`config.mk`:
```
export PLATFORM = sky130hd
export DESIGN_NAME = fix_mult
export DESIGN_NICKNAME = d
export VERILOG_FILES = /design/src/rtl/fix_mult.sv
export SDC_FILE = /design/constraint.sdc
export NUM_CORES = 1
export LEC_CHECK = 0
export CAP_MARGIN = 10
export CORE_MARGIN = 2
export CORE_UTILIZATION = 45
export CTS_CLUSTER_DIAMETER = 150
export DETAILED_ROUTE_END_ITERATION = 10
export GPL_ROUTABILITY_DRIVEN = 0
export GPL_TIMING_DRIVEN = 0
export SLEW_MARGIN = 20
export SYNTH_ARGS = -nofsm -noshare
export SYNTH_HDL_FRONTEND = slang
export SYNTH_SLANG_ARGS = --single-unit
```
`constraint.sdc`:
```
create_clock -name clk -period 1.4 [get_ports clk]
set_input_delay 0.21 -clock clk [delete_from_list [all_inputs] [get_ports clk]]
set_output_delay 0.21 -clock clk [all_outputs]
set_load 0.05 [all_outputs]
```
`src/rtl/fix_mult.sv`:
```
// fix_mult: pipelined signed fixed-point multiplier (Q9.7 x Q2.14 -> Q11.5).
// Rounds half toward +infinity, saturates to the result width, and has one
// clock of latency.
module fix_mult #(
  parameter int WIDTHa = 16,
  parameter int WIDTHb = 16,
  parameter int WIDTHr = 16,
  parameter int FRACa  = 7,
  parameter int FRACb  = 14,
  parameter int FRACr  = 5
) (
  input  logic              clk,
  input  logic              rstn,     // active-high asynchronous reset
  input  logic              vld_in,
  input  logic [WIDTHa-1:0] a,
  input  logic [WIDTHb-1:0] b,
  output logic              vld_out,
  output logic [WIDTHr-1:0] r
);

  localparam int SHIFT = FRACa + FRACb - FRACr;
  localparam int WP    = WIDTHa + WIDTHb;
  localparam int WW    = WP + 1;
  localparam logic [WW-1:0] HALF = WW'(1) << (SHIFT - 1);

  generate
    if (SHIFT < 1) begin : g_bad_shift
      $error("fix_mult: FRACa+FRACb-FRACr must be >= 1");
    end
    if (WIDTHr >= WW) begin : g_bad_width
      $error("fix_mult: WIDTHr must be narrower than WIDTHa+WIDTHb+1");
    end
  endgenerate

  logic signed [WP-1:0]     prod;
  logic signed [WW-1:0]     sum;
  logic signed [WW-1:0]     q;
  logic [WW-WIDTHr:0]       top;
  logic                     pos_ovf;
  logic                     neg_ovf;
  logic [WIDTHr-1:0]        r_d;
  logic [WIDTHr-1:0]        r_q;
  logic                     vld_q;

  // Full product, round half-up in a one-bit-wider domain, then saturate.
  always_comb begin
    prod = $signed(a) * $signed(b);
    sum  = {prod[WP-1], prod} + HALF;
    q    = sum >>> SHIFT;
    // q fits the result iff all bits from the result sign bit upward agree.
    top     = q[WW-1:WIDTHr-1];
    pos_ovf = !q[WW-1] && (|top);
    neg_ovf =  q[WW-1] && !(&top);
    if (pos_ovf) begin
      r_d = {1'b0, {(WIDTHr-1){1'b1}}};
    end else if (neg_ovf) begin
      r_d = {1'b1, {(WIDTHr-1){1'b0}}};
    end else begin
      r_d = q[WIDTHr-1:0];
    end
  end

  // Output register: load on valid input, otherwise hold; strobe follows vld_in.
  always_ff @(posedge clk or posedge rstn) begin
    if (rstn) begin
      r_q   <= '0;
      vld_q <= 1'b0;
    end else begin
      vld_q <= vld_in;
      if (vld_in) begin
        r_q <= r_d;
      end
    end
  end

  assign r       = r_q;
  assign vld_out = vld_q;

endmodule

```
-- After elaboration in Yosys (flattened, before gate mapping)
Cells that the tools add are included.
- flip-flop bits (word level): 17
- bits in latches: 0
- memory bits (writable): 0
- memory bits (read-only): 0
- input port bits: 35
- memories: 0
- add/sub/neg operators: 1
- multiply operators: 1
- divide/modulo/power cells: 0
- order comparisons: 0
- equality and inequality tests: 0
- shift operators: 0
- muxes and demuxes: 2
- bitwise logic cells: 0
- reduce and logical (&&, ||, !) cells: 6
- operators by type and width (kind ; number):
    $add A32 B17 Y33 const B ; 1
    $mul A16 B16 Y32 ; 1
    $mux W16 ; 2
    $logic_and A1 B1 Y1 ; 2
    $logic_not A1 Y1 ; 2
    $reduce_and A2 Y1 ; 1
    $reduce_or A2 Y1 ; 1

-- Logic depth before layout (Yosys ltp)
Gate-level depths: netlist (run 1).
- depth after elaboration: 7
- mapped depth: 27
- gate-level depth less buffers: 24

-- Worst setup path after synthesis (run 1)
No wires, ideal clock.
- path type: input port to flip-flop
- start: in a[15]
- end: reg r_q[0], in the netlist r[0]
- library setup time: 0.125 ns
- arrival time: 6.137 ns
- path slack: -4.861 ns
- stages on the path: 24
- cells stage by stage: clkbuf_1 nand2_1 inv_1 fa_1 inv_1 fa_1 inv_1 fa_1 fa_1 fa_1 inv_1 fa_1 inv_1 ha_1 clkbuf_1 a21o_1 a21o_1 a21oi_1 nand2_1 or4_4 o211a_4 nor2_4 a21oi_1 mux2_2
- cells in the longest elaborated chain, start to end: 7
- ends and longest elaborated chain (what ; RTL line ; text):
    start, declared ; 15 ; input logic [WIDTHa-1:0] a,
    $mul A16 B16 Y32 (*) ; 47 ; prod = $signed(a) * $signed(b);
    $add A32 B17 Y33 (*) ; 48 ; sum = {prod[WP-1], prod} + HALF;
    $reduce_and A2 Y1 ; 53 ; neg_ovf = q[WW-1] && !(&top);
    $logic_not A1 Y1 ; 53 ;
    $logic_and A1 B1 Y1 ; 53 ;
    $mux W16 ; 56 ; end else if (neg_ovf) begin
    $mux W16 (*) ; 54 ; if (pos_ovf) begin
    end signal, assigned ; 71 ; r_q <= r_d;
    end, declared ; 42 ; logic [WIDTHr-1:0] r_q;
Mark *: on every way between the ends. The rest lies on a longest branch, timed or not.
A chain may end at the register's enable or synchronous reset.

-- Final worst setup path (run 1)
- start: in a[7]
- end: reg r_q[12], in the netlist r[12]
Same word-level chain as after synthesis.

==> impl_results.md, run 1 <==
- # fillers: 2103
- Clock Tree Buf Depth: 2
- Final wirelength: 28280 um
- Count leader, synth: inv_1
- Worst reg-to-reg setup slack: 0.64 ns
- Antenna viol nets, final: 0
- Final Cell Area: 0.01346 mm^2
- Adder-cell share of the synthesized area: 0.6001
- Xor-xnor portion of the synthesized cell area: 0.01990
- DRT Pass-1 Iters: 5
- Largest area contributor in the netlist: fa_1
- Reg2reg end: r[0]$_DFFE_PP0P_
- Compound-Gate Fraction of Synth Area: 0.05911
- Worst Slack Setup Final: -4.601 ns
- Required @ worst endpoint: 1.54 ns
- Num rows: 56
- Initial antenna violation count: 0
- Global-route wire length before repair: 46860 um
- Failing checks: setup timing
- Area grow syn2layout: 27.39%
- Initial core utilization: 0.4541
- Critical path class: in -> reg
- Critical Path Sink Type: register
- Core area: 0.02326 mm^2
- Unrepaired setup endpoints after global routing: true
- Worst-margin pin slew: 0.6575 ns
- CTS tree: done
- Hpwl dp: 22780 um
- Die X: 157.2 um
- Vias in the first global route: 8966
- Mux share of post-synthesis cell area: 0.007226
- Clock-pin slew on the worst setup and hold paths: 0.05 ns
- Hold Crit Class: in -> async
- Gr ovfl total: 0
- IO Count: 52
- Routed wire per std cell: 17.44 um
- Clock Latency Late Sink: 0.25 ns
- Synth area leaders: fa_1 (50%), inv_1 (11%), ha_1 (9.6%)
- Cell area after synthesis: 0.01056 mm^2
- NumNets Final: 1685
- Clk Tree Root Cell: clkbuf_16
- Register area share after synthesis: 0.04027
- Post-synth EDFFs: 0
- Top FF cell, synth: dfrtp_1
- Main combinational cell family by area after synthesis: adder cells
- Distinct cells, synth: 53
- Die area: 0.02471 mm^2
- Final Max Tran Viols: 0
- Status: finished with violations
- Startpoint types: input port
- CTS Buf Count: 3
- Largest net degree at the start of global routing: 18
- CTS H-Tree Depth: 1
- Min Tclk post-route: 6.001 ns
- #FFs+latches synth: 17
- GRT Overall Usage: 0.2462
- Max-cap viol count: 0
- R2R depth: 1
- CP arrival: 6.14 ns
- Syn Inst Count: 1152
- Synthesized Nets: 1534
- Async set or reset register ratio after synthesis: 1.000
- CP max FO: 7
- Worst slew margin: 0.5612
- Final setup fails: 16
- Simple-gate share of the synthesized area: 0.1451
- Antenna fix cells: 0
- Mean Syn Cell Area: 9.169 um^2
- Buffers added on ports: 51
- Clock sink count: 17
- Cts hold-fix bufs: 0
- Remaining DRCs: 0
- Syn. warnings: 0
- Vias per cell: 4.944
- Share of layout cells above drive strength 1: 0.2350
- DR iter-0 viols: 336
- Final Cycle Share: 4.287
- Setup TNS: -72.49 ns
- Fmax: 166.6 MHz
- Area after DPL: 0.01165 mm^2
- Die Span Y: 157.2 um
- Via count: 8014
- Pre-CTS WS: -6.000 ns
- Synth cell count leaders: inv_1 (318), fa_1 (266), nand2_1 (133)
- Top cell type's share of synthesized area: 0.5041
- Hold violation total from the final report: 0
- Layout Skew: 0 ns
- Reg-to-Reg Start: r[0]$_DFFE_PP0P_
[flip-flops by register name, summed over array words and instances (netlist names)]
register  count
r            16
vld_out       1
[kinds of logic (layout without fill, tap and decap cells)]
group / after synthesis / in the layout
muxes: 7 / 7
and+or+nand+nor: 308 / 308
buffers and inverters: 356 / 506
xor gates and xnor gates: 24 / 24
DFF: 17 / 17
adders and majority gates: 347 / 347
AOI/OAI and AO/OA: 93 / 93
[placed cells by master (no fill, tap or decap), types with 5 or more instances in the layout]
cell type	n
a21o_1	8
a21oi_1	14
a21oi_2	13
and2_1	106
and2_4	13
buf_12	7
buf_4	93
buf_6	20
buf_8	16
clkbuf_16	14
clkbuf_8	8
dfrtp_1	17
dlygate4sd2_1	18
fa_1	245
fa_2	21
ha_1	65
ha_4	14
inv_1	301
inv_2	12
nand2_1	124
nand2_2	5
nand3_1	5
nand4_1	6
nor2_1	18
nor2_2	5
nor2_4	6
o21ai_0	10
o21ai_2	5
o22ai_1	7
xnor2_1	16
xor2_1	6
[critical path, stage by stage]
cell and delay (ns):
buf_12 0.12, clkbuf_16 0.15, and2_4 0.14, fa_1 0.53, inv_1 0.05, fa_2 0.52
fa_2 0.44, fa_1 0.54, inv_1 0.05, fa_1 0.57, fa_2 0.49, ha_4 0.20
a211o_1 0.27, a211o_1 0.26, a21oi_4 0.21, a21oi_2 0.10, or4_4 0.53, o211a_4 0.20
nor2_4 0.22, a21oi_2 0.05, mux2_4 0.26
[final cells by class]
cell class / count / area, um^2 / share of cell area
timing repair buffer: 149 / 1335 / 0.09922
clock buffer: 3 / 75.07 / 0.005579
multi-input combinational: 779 / 9417 / 0.6998
sequential: 17 / 425.4 / 0.03162
buffer: 35 / 588.1 / 0.04370
tap: 319 / 399.1 / 0.02966
clock inverter: 1 / 5.005 / 0.0003720
inverter: 318 / 1211 / 0.09001
[routing by layer]
layer,global-route usage,up-vias,wire [um]
met5,0,-,0
met3,0.02561,58,1273
met2,0.4381,201,14220
met4,0.07706,0,1069
li1,-,3657,-
met1,0.3163,4098,11720
[metrics by stage]
stage                     hold WS [ns]    util  cells
after global placement          0.4985  0.5008   1522
after CTS                       0.3785  0.5572   1593
after detailed placement        0.5024  0.5008   1522
final                           0.3556  0.5784   1621
after floorplan                 0.1361       -   1152
after global routing            0.4429  0.5784   1621
[worst max-delay path by stage]
| stage | startpoint | end | slack (ns) | cells after the start |
|---|---|---|---|---|
| detailed placement | a[8] | r[12]$_DFFE_PP0P_ | -6.00 | 22 |
| global placement | a[8] | r[12]$_DFFE_PP0P_ | -6.02 | 22 |
| global route | a[7] | r[13]$_DFFE_PP0P_ | -4.78 | 24 |
| finish | a[7] | r[12]$_DFFE_PP0P_ | -4.60 | 21 |
| floorplan | b[3] | r[10]$_DFFE_PP0P_ | -4.46 | 24 |
| CTS | a[5] | r[1]$_DFFE_PP0P_ | -4.56 | 22 |
[timing repair]
| action | in CTS | in global routing |
|---|---|---|
| cloned | 3 | 2 |
| resized for setup | 375 | 92 |
| setup endpoints to repair | 33 | 16 |
| hold endpoints to repair | 0 | 0 |
| setup buffers | 67 | 26 |
| pin swaps | 78 | 42 |
Power of run 1 is left out: the tool's default activity adds up to more than one toggle a clock period on the data nets, which glitch-free logic cannot reach.
==> inputs of run 2 (changes only) <==
--- a/config.mk
+++ b/config.mk
@@ -5,7 +5,6 @@
 export SDC_FILE = /design/constraint.sdc
 export NUM_CORES = 1
 export LEC_CHECK = 0
-export CAP_MARGIN = 10
 export CORE_MARGIN = 2
 export CORE_UTILIZATION = 45
 export CTS_CLUSTER_DIAMETER = 150
==> constraint.sdc (replaced) <==
create_clock -name clk -period 1.4 [get_ports clk]
set_input_delay 0.21 -clock clk [delete_from_list [all_inputs] [get_ports clk]]
set_output_delay 0.21 -clock clk [all_outputs]
set_load 0.02 [all_outputs]
==> impl_results.md, run 2 (synthesis gave the netlist of run 1 again) <==
- Critical-path top delay cell: fa_1
- Worst reg-to-reg setup slack: 0.64 ns (about the same)
- Die area: 0.02471 mm^2 (unchanged)
- Min Tclk post-route: 6.001 ns (unchanged)
- Commonest non-fill, non-tap cell in the layout: inv_1
- Core area: 0.02326 mm^2 (unchanged)
- Final setup fails: 16 (unchanged)
- Required @ worst endpoint: 1.54 ns (about the same)
- DR iter-0 viols: 336 (unchanged)
- Final wirelength: 28280 um (about the same)
- Clock Tree Buf Depth: 2 (unchanged)
- Clk Tree Root Cell: clkbuf_16
- R2R depth: 1 (unchanged)
- Area grow syn2layout: 27.42% (about the same)
- Antenna fix cells: 0 (unchanged)
- Startpoint types: input port
- Gr ovfl total: 0 (unchanged)
- Num rows: 56 (unchanged)
- Cell Chain, Critical Path: buf_12, clkbuf_16, and2_4, fa_1, inv_1, fa_2, fa_2, fa_1, inv_1, fa_1, fa_2, ha_4, a211o_1, a211o_1, a21oi_4, a21oi_2, or4_4, o211a_4, nor2_4, a21oi_2, mux2_4
- Buf/Inv on CP: 4 (unchanged)
- Cts hold-fix bufs: 0 (unchanged)
- Global-route wire length before repair: 46870 um (about the same)
- Initial core utilization: 0.4541 (unchanged)
- Buffers added on ports: 51 (unchanged)
- Final Cycle Share: 4.287 (unchanged)
- Failing checks: setup timing
- Max reg flops: 16 (unchanged)
- Max-cap viol count: 0 (unchanged)
- CTS H-Tree Depth: 1 (unchanged)
- Worst Slack Setup Final: -4.601 ns (unchanged)
- Critical Path End: r[12]$_DFFE_PP0P_
- Vias per cell: 4.944 (unchanged)
- Clock Latency Late Sink: 0.25 ns (about the same)
- Fmax: 166.6 MHz (unchanged)
- Critical Path Sink Type: register
- Via count: 8014 (unchanged)
- Antenna viol nets, final: 0 (unchanged)
- Hold violation total from the final report: 0 (unchanged)
- Reg2reg end: r[0]$_DFFE_PP0P_
- Unrepaired setup endpoints after global routing: true
- Remaining DRCs: 0 (unchanged)
- Hold Crit Class: in -> async
- Largest net degree at the start of global routing: 18 (unchanged)
- Fin cells: 1621 (unchanged)
- # fillers: 2101 (-0.095%)
- Layout Skew: 0 ns (unchanged)
- Critical path class: in -> reg
- NumNets Final: 1685 (unchanged)
- Routed wire per std cell: 17.44 um (about the same)
- CTS Buf Count: 3 (unchanged)
- CTS tree: done
- Worst slew margin: 0.5612 (unchanged)
- Die X: 157.2 um (unchanged)
- CP max FO: 7 (unchanged)
- Hpwl dp: 22780 um (unchanged)
- Reg-to-Reg Start: r[0]$_DFFE_PP0P_
- IO Count: 52 (unchanged)
- DRT Pass-1 Iters: 5 (unchanged)
- WHS: 0.3556 ns (unchanged)
- Die Span Y: 157.2 um (unchanged)
- Placed insts: 1522 (unchanged)
- Commonest cells after routing, fill and taps aside: inv_1 (301), fa_1 (245), nand2_1 (124)
- Status: finished with violations
- Largest stage delay, worst path: 0.57 ns (about the same)
- WP depth: 21 (unchanged)
- Top delay family on crit path: adder cells
- GRT Overall Usage: 0.2463 (about the same)
- Crit path from: a[7]
- Worst-margin pin slew: 0.6575 ns (unchanged)
- Share of layout cells above drive strength 1: 0.2350 (unchanged)
- Vias in the first global route: 8970 (+0.045%)
- Clock-pin slew on the worst setup and hold paths: 0.05 ns (about the same)
- Clock sink count: 17 (unchanged)
- Initial antenna violation count: 0 (unchanged)
- Final Max Tran Viols: 0 (unchanged)
- CP arrival: 6.14 ns (about the same)
==> run 2: changes by cell type in the layout (fill, tap and decap cells not counted), sizes merged <==
| cell | delta |
|---|---|
| dlymetal6s2s | +1 |
| dlygate4sd2 | -1 |
==> run 2: layout make-up <==
| cell class | instances | area (um^2) | area share |
|---|---|---|---|
| well taps | 319 | 399.1 | 0.02966 |
| inverters | 318 | 1211 | 0.08999 |
| multi-input cells | 779 | 9417 | 0.6996 |
| clock buffers | 3 | 75.07 | 0.005578 |
| clock inverters | 1 | 5.005 | 0.0003718 |
| flip-flops and latches | 17 | 425.4 | 0.03161 |
| plain buffers | 35 | 588.1 | 0.04369 |
| repair buffers | 149 | 1339 | 0.09947 |
==> run 2: stage by stage <==
stage	setup TNS [ns]	setup slack (ns)	utilization	instance area, um^2
global placement	-94.31	-6.018	0.5008	11650
floorplan	-69.91	-4.460	-	10740
finish	-72.49	-4.601	0.5786	13460
CTS	-71.55	-4.560	0.5572	12960
detailed placement	-94.17	-6.000	0.5008	11650
global route	-75.36	-4.776	0.5786	13460
==> run 2: worst min-delay path by stage <==
stage,slack [ns],end,startpoint
floorplan,0.14,r[0]$_DFFE_PP0P_,rstn
global placement,0.50,r[1]$_DFFE_PP0P_,r[1]$_DFFE_PP0P_
detailed placement,0.50,r[8]$_DFFE_PP0P_,r[8]$_DFFE_PP0P_
CTS,0.38,r[0]$_DFFE_PP0P_,rstn
global route,0.44,r[1]$_DFFE_PP0P_,rstn
finish,0.36,r[8]$_DFFE_PP0P_,rstn
==> run 2: per-layer routing <==
| layer | wire length [um] | track usage | vias up |
|---|---|---|---|
| met1 | 11720 | 0.3164 | 4098 |
| met2 | 14220 | 0.4381 | 201 |
| met3 | 1273 | 0.02561 | 58 |
| met4 | 1069 | 0.07706 | 0 |
| met5 | 0 | 0 | - |
| li1 | - | - | 3657 |
==> run 2: what timing repair did <==
action,4_1_cts,5_1_grt
resized for setup,374,93
setup buffers,67,26
gates cloned,3,2
pin swaps,78,42
setup endpoints to repair,32,17
Power of run 2 is left out for the same reason.
==> inputs of run 3 (changes only) <==
--- a/config.mk
+++ b/config.mk
@@ -7,6 +7,7 @@
 export LEC_CHECK = 0
 export CORE_MARGIN = 2
 export CORE_UTILIZATION = 45
+export CTS_BUF_LIST = sky130_fd_sc_hd__clkbuf_8
 export CTS_CLUSTER_DIAMETER = 150
 export DETAILED_ROUTE_END_ITERATION = 10
 export GPL_ROUTABILITY_DRIVEN = 0
==> impl_results.md, run 3 (synthesis gave the netlist of run 1 again) <==
- Status: finished with violations
- Clock sink count: 17 (unchanged)
- Startpoint types: input port
- Min Tclk post-route: 5.986 ns (-0.01576 ns)
- Buffers added on ports: 51 (unchanged)
- Max-cap viol count: 0 (unchanged)
- Vias per cell: 4.924 (-0.40%)
- Reg-to-Reg Start: r[0]$_DFFE_PP0P_
- Clk Tree Root Cell: clkbuf_8
- Initial core utilization: 0.4541 (unchanged)
- Antenna viol nets, final: 0 (unchanged)
- Failing checks: setup timing
- Area after DPL: 0.01165 mm^2 (unchanged)
- CTS tree: done
- Hold Crit Class: in -> async
- Unrepaired setup endpoints after global routing: true
- Routed wire per std cell: 17.26 um (-1.1%)
- Layout Skew: 0 ns (unchanged)
- Largest net degree at the start of global routing: 18 (unchanged)
- Hold violation total from the final report: 0 (unchanged)
- Worst slew margin: 0.5788 (+0.01765)
- Required @ worst endpoint: 1.54 ns (about the same)
- Critical path class: in -> reg
- GRT Overall Usage: 0.2462 (about the same)
- Clock Latency Late Sink: 0.25 ns (about the same)
- Vias in the first global route: 8996 (+0.29%)
- Final Cycle Share: 4.275 (-0.01126)
- Remaining DRCs: 0 (unchanged)
- IO Count: 52 (unchanged)
- Area grow syn2layout: 26.84%
- Gr ovfl total: 0 (unchanged)
- NumNets Final: 1683 (-0.12%)
- Commonest cells after routing, fill and taps aside: inv_1 (300), fa_1 (243), nand2_1 (124)
- CP arrival: 6.13 ns (about the same)
- Max reg flops: 16 (unchanged)
- Final Cell Area: 0.01340 mm^2 (-0.46%)
- Fmax: 167.1 MHz (+0.26%)
- Die area: 0.02471 mm^2 (unchanged)
- Reg area: 425.4 um^2 (unchanged)
- Worst Slack Setup Final: -4.586 ns (+0.01576 ns)
- Clock Tree Buf Depth: 2 (unchanged)
- CP max FO: 7 (unchanged)
- Reg2reg end: r[0]$_DFFE_PP0P_
- Initial antenna violation count: 0 (unchanged)
- Core area: 0.02326 mm^2 (unchanged)
- Worst reg-to-reg setup slack: 0.64 ns (about the same)
- Global-route wire length before repair: 46950 um (+0.18%)
- Die Span Y: 157.2 um (unchanged)
- CTS H-Tree Depth: 1 (unchanged)
- Commonest non-fill, non-tap cell in the layout: inv_1
- Die X: 157.2 um (unchanged)
- Hpwl dp: 22780 um (unchanged)
- Multi-input gate area: 0.009408 mm^2 (about the same)
- Share of layout cells above drive strength 1: 0.2354 (+0.0003616)
- # fillers: 2121 (+0.95%)
- Final wirelength: 27940 um (-1.2%)
- CTS Buf Count: 3 (unchanged)
- Critical Path End: r[12]$_DFFE_PP0P_
- Num rows: 56 (unchanged)
- Worst-margin pin slew: 0.6311 ns (-0.02644 ns)
- Antenna fix cells: 0 (unchanged)
- Clock-pin slew on the worst setup and hold paths: 0.07 ns (+0.02 ns)
- Via count: 7972 (-0.52%)
- Final Max Tran Viols: 0 (unchanged)
- R2R depth: 1 (unchanged)
- Critical Path Sink Type: register
- DRT Pass-1 Iters: 4 (-1)
- DR iter-0 viols: 299 (-11%)
- Crit path from: b[1]
- Final setup fails: 16 (unchanged)
## run 3: timing repair
item                       CTS  global route
pin swaps                   81            44
hold buffers                 0             0
gates cloned                 3             1
setup endpoints to repair   32            17
gates resized for setup    385            79
setup buffers               73            19
## run 3: final cells by class
cell class,count,area share
Inverter,318,0.09040
Timing Repair Buffer,147,0.09796
Buffer,35,0.04445
Clock buffer,3,0.003082
Tap cell,319,0.02979
Multi-Input combinational cell,779,0.7022
Clock inverter,1,0.0003736
Sequential cell,17,0.03175
## run 3: worst min-delay path by stage
stage / startpoint / to
after floorplan: rstn / r[0]$_DFFE_PP0P_
after global placement: r[1]$_DFFE_PP0P_ / r[1]$_DFFE_PP0P_
after detailed placement: r[8]$_DFFE_PP0P_ / r[8]$_DFFE_PP0P_
after CTS: rstn / r[1]$_DFFE_PP0P_
after global routing: rstn / r[1]$_DFFE_PP0P_
final: rstn / r[1]$_DFFE_PP0P_
## run 3: routing by layer
| layer | share of wire | routed length, um | track usage |
|---|---|---|---|
| met3 | 0.040 | 1121 | 0.02065 |
| met5 | 0 | 0 | 0 |
| met2 | 0.50 | 14080 | 0.4377 |
| met1 | 0.42 | 11610 | 0.3186 |
| met4 | 0.041 | 1132 | 0.08009 |
## run 3: through the flow
step,cells,hold slack (ns),utilization,worst slack [ns],TNS (ns)
after CTS,1599,0.3707,0.5593,-4.559,-71.53
after floorplan,1152,0.1361,-,-4.460,-69.91
final,1619,0.3474,0.5759,-4.586,-71.63
after global placement,1522,0.4985,0.5008,-6.018,-94.31
after global routing,1619,0.4319,0.5759,-4.795,-74.79
after detailed placement,1522,0.5024,0.5008,-6.000,-94.17
## run 3: worst max-delay path, cell delays in order
cell       delay (ns)
buf_4            0.14
clkbuf_16        0.16
nand2_4          0.08
inv_2            0.05
fa_2             0.62
buf_6            0.12
fa_1             0.43
fa_1             0.52
fa_1             0.43
fa_1             0.51
inv_2            0.04
fa_1             0.49
inv_2            0.05
ha_4             0.24
a21o_1           0.21
a221oi_4         0.30
o31ai_4          0.13
o21a_1           0.22
or4_4            0.42
o211a_4          0.20
nor2_4           0.23
a21oi_2          0.05
mux2_4           0.26
Power of run 3 is left out for the same reason.
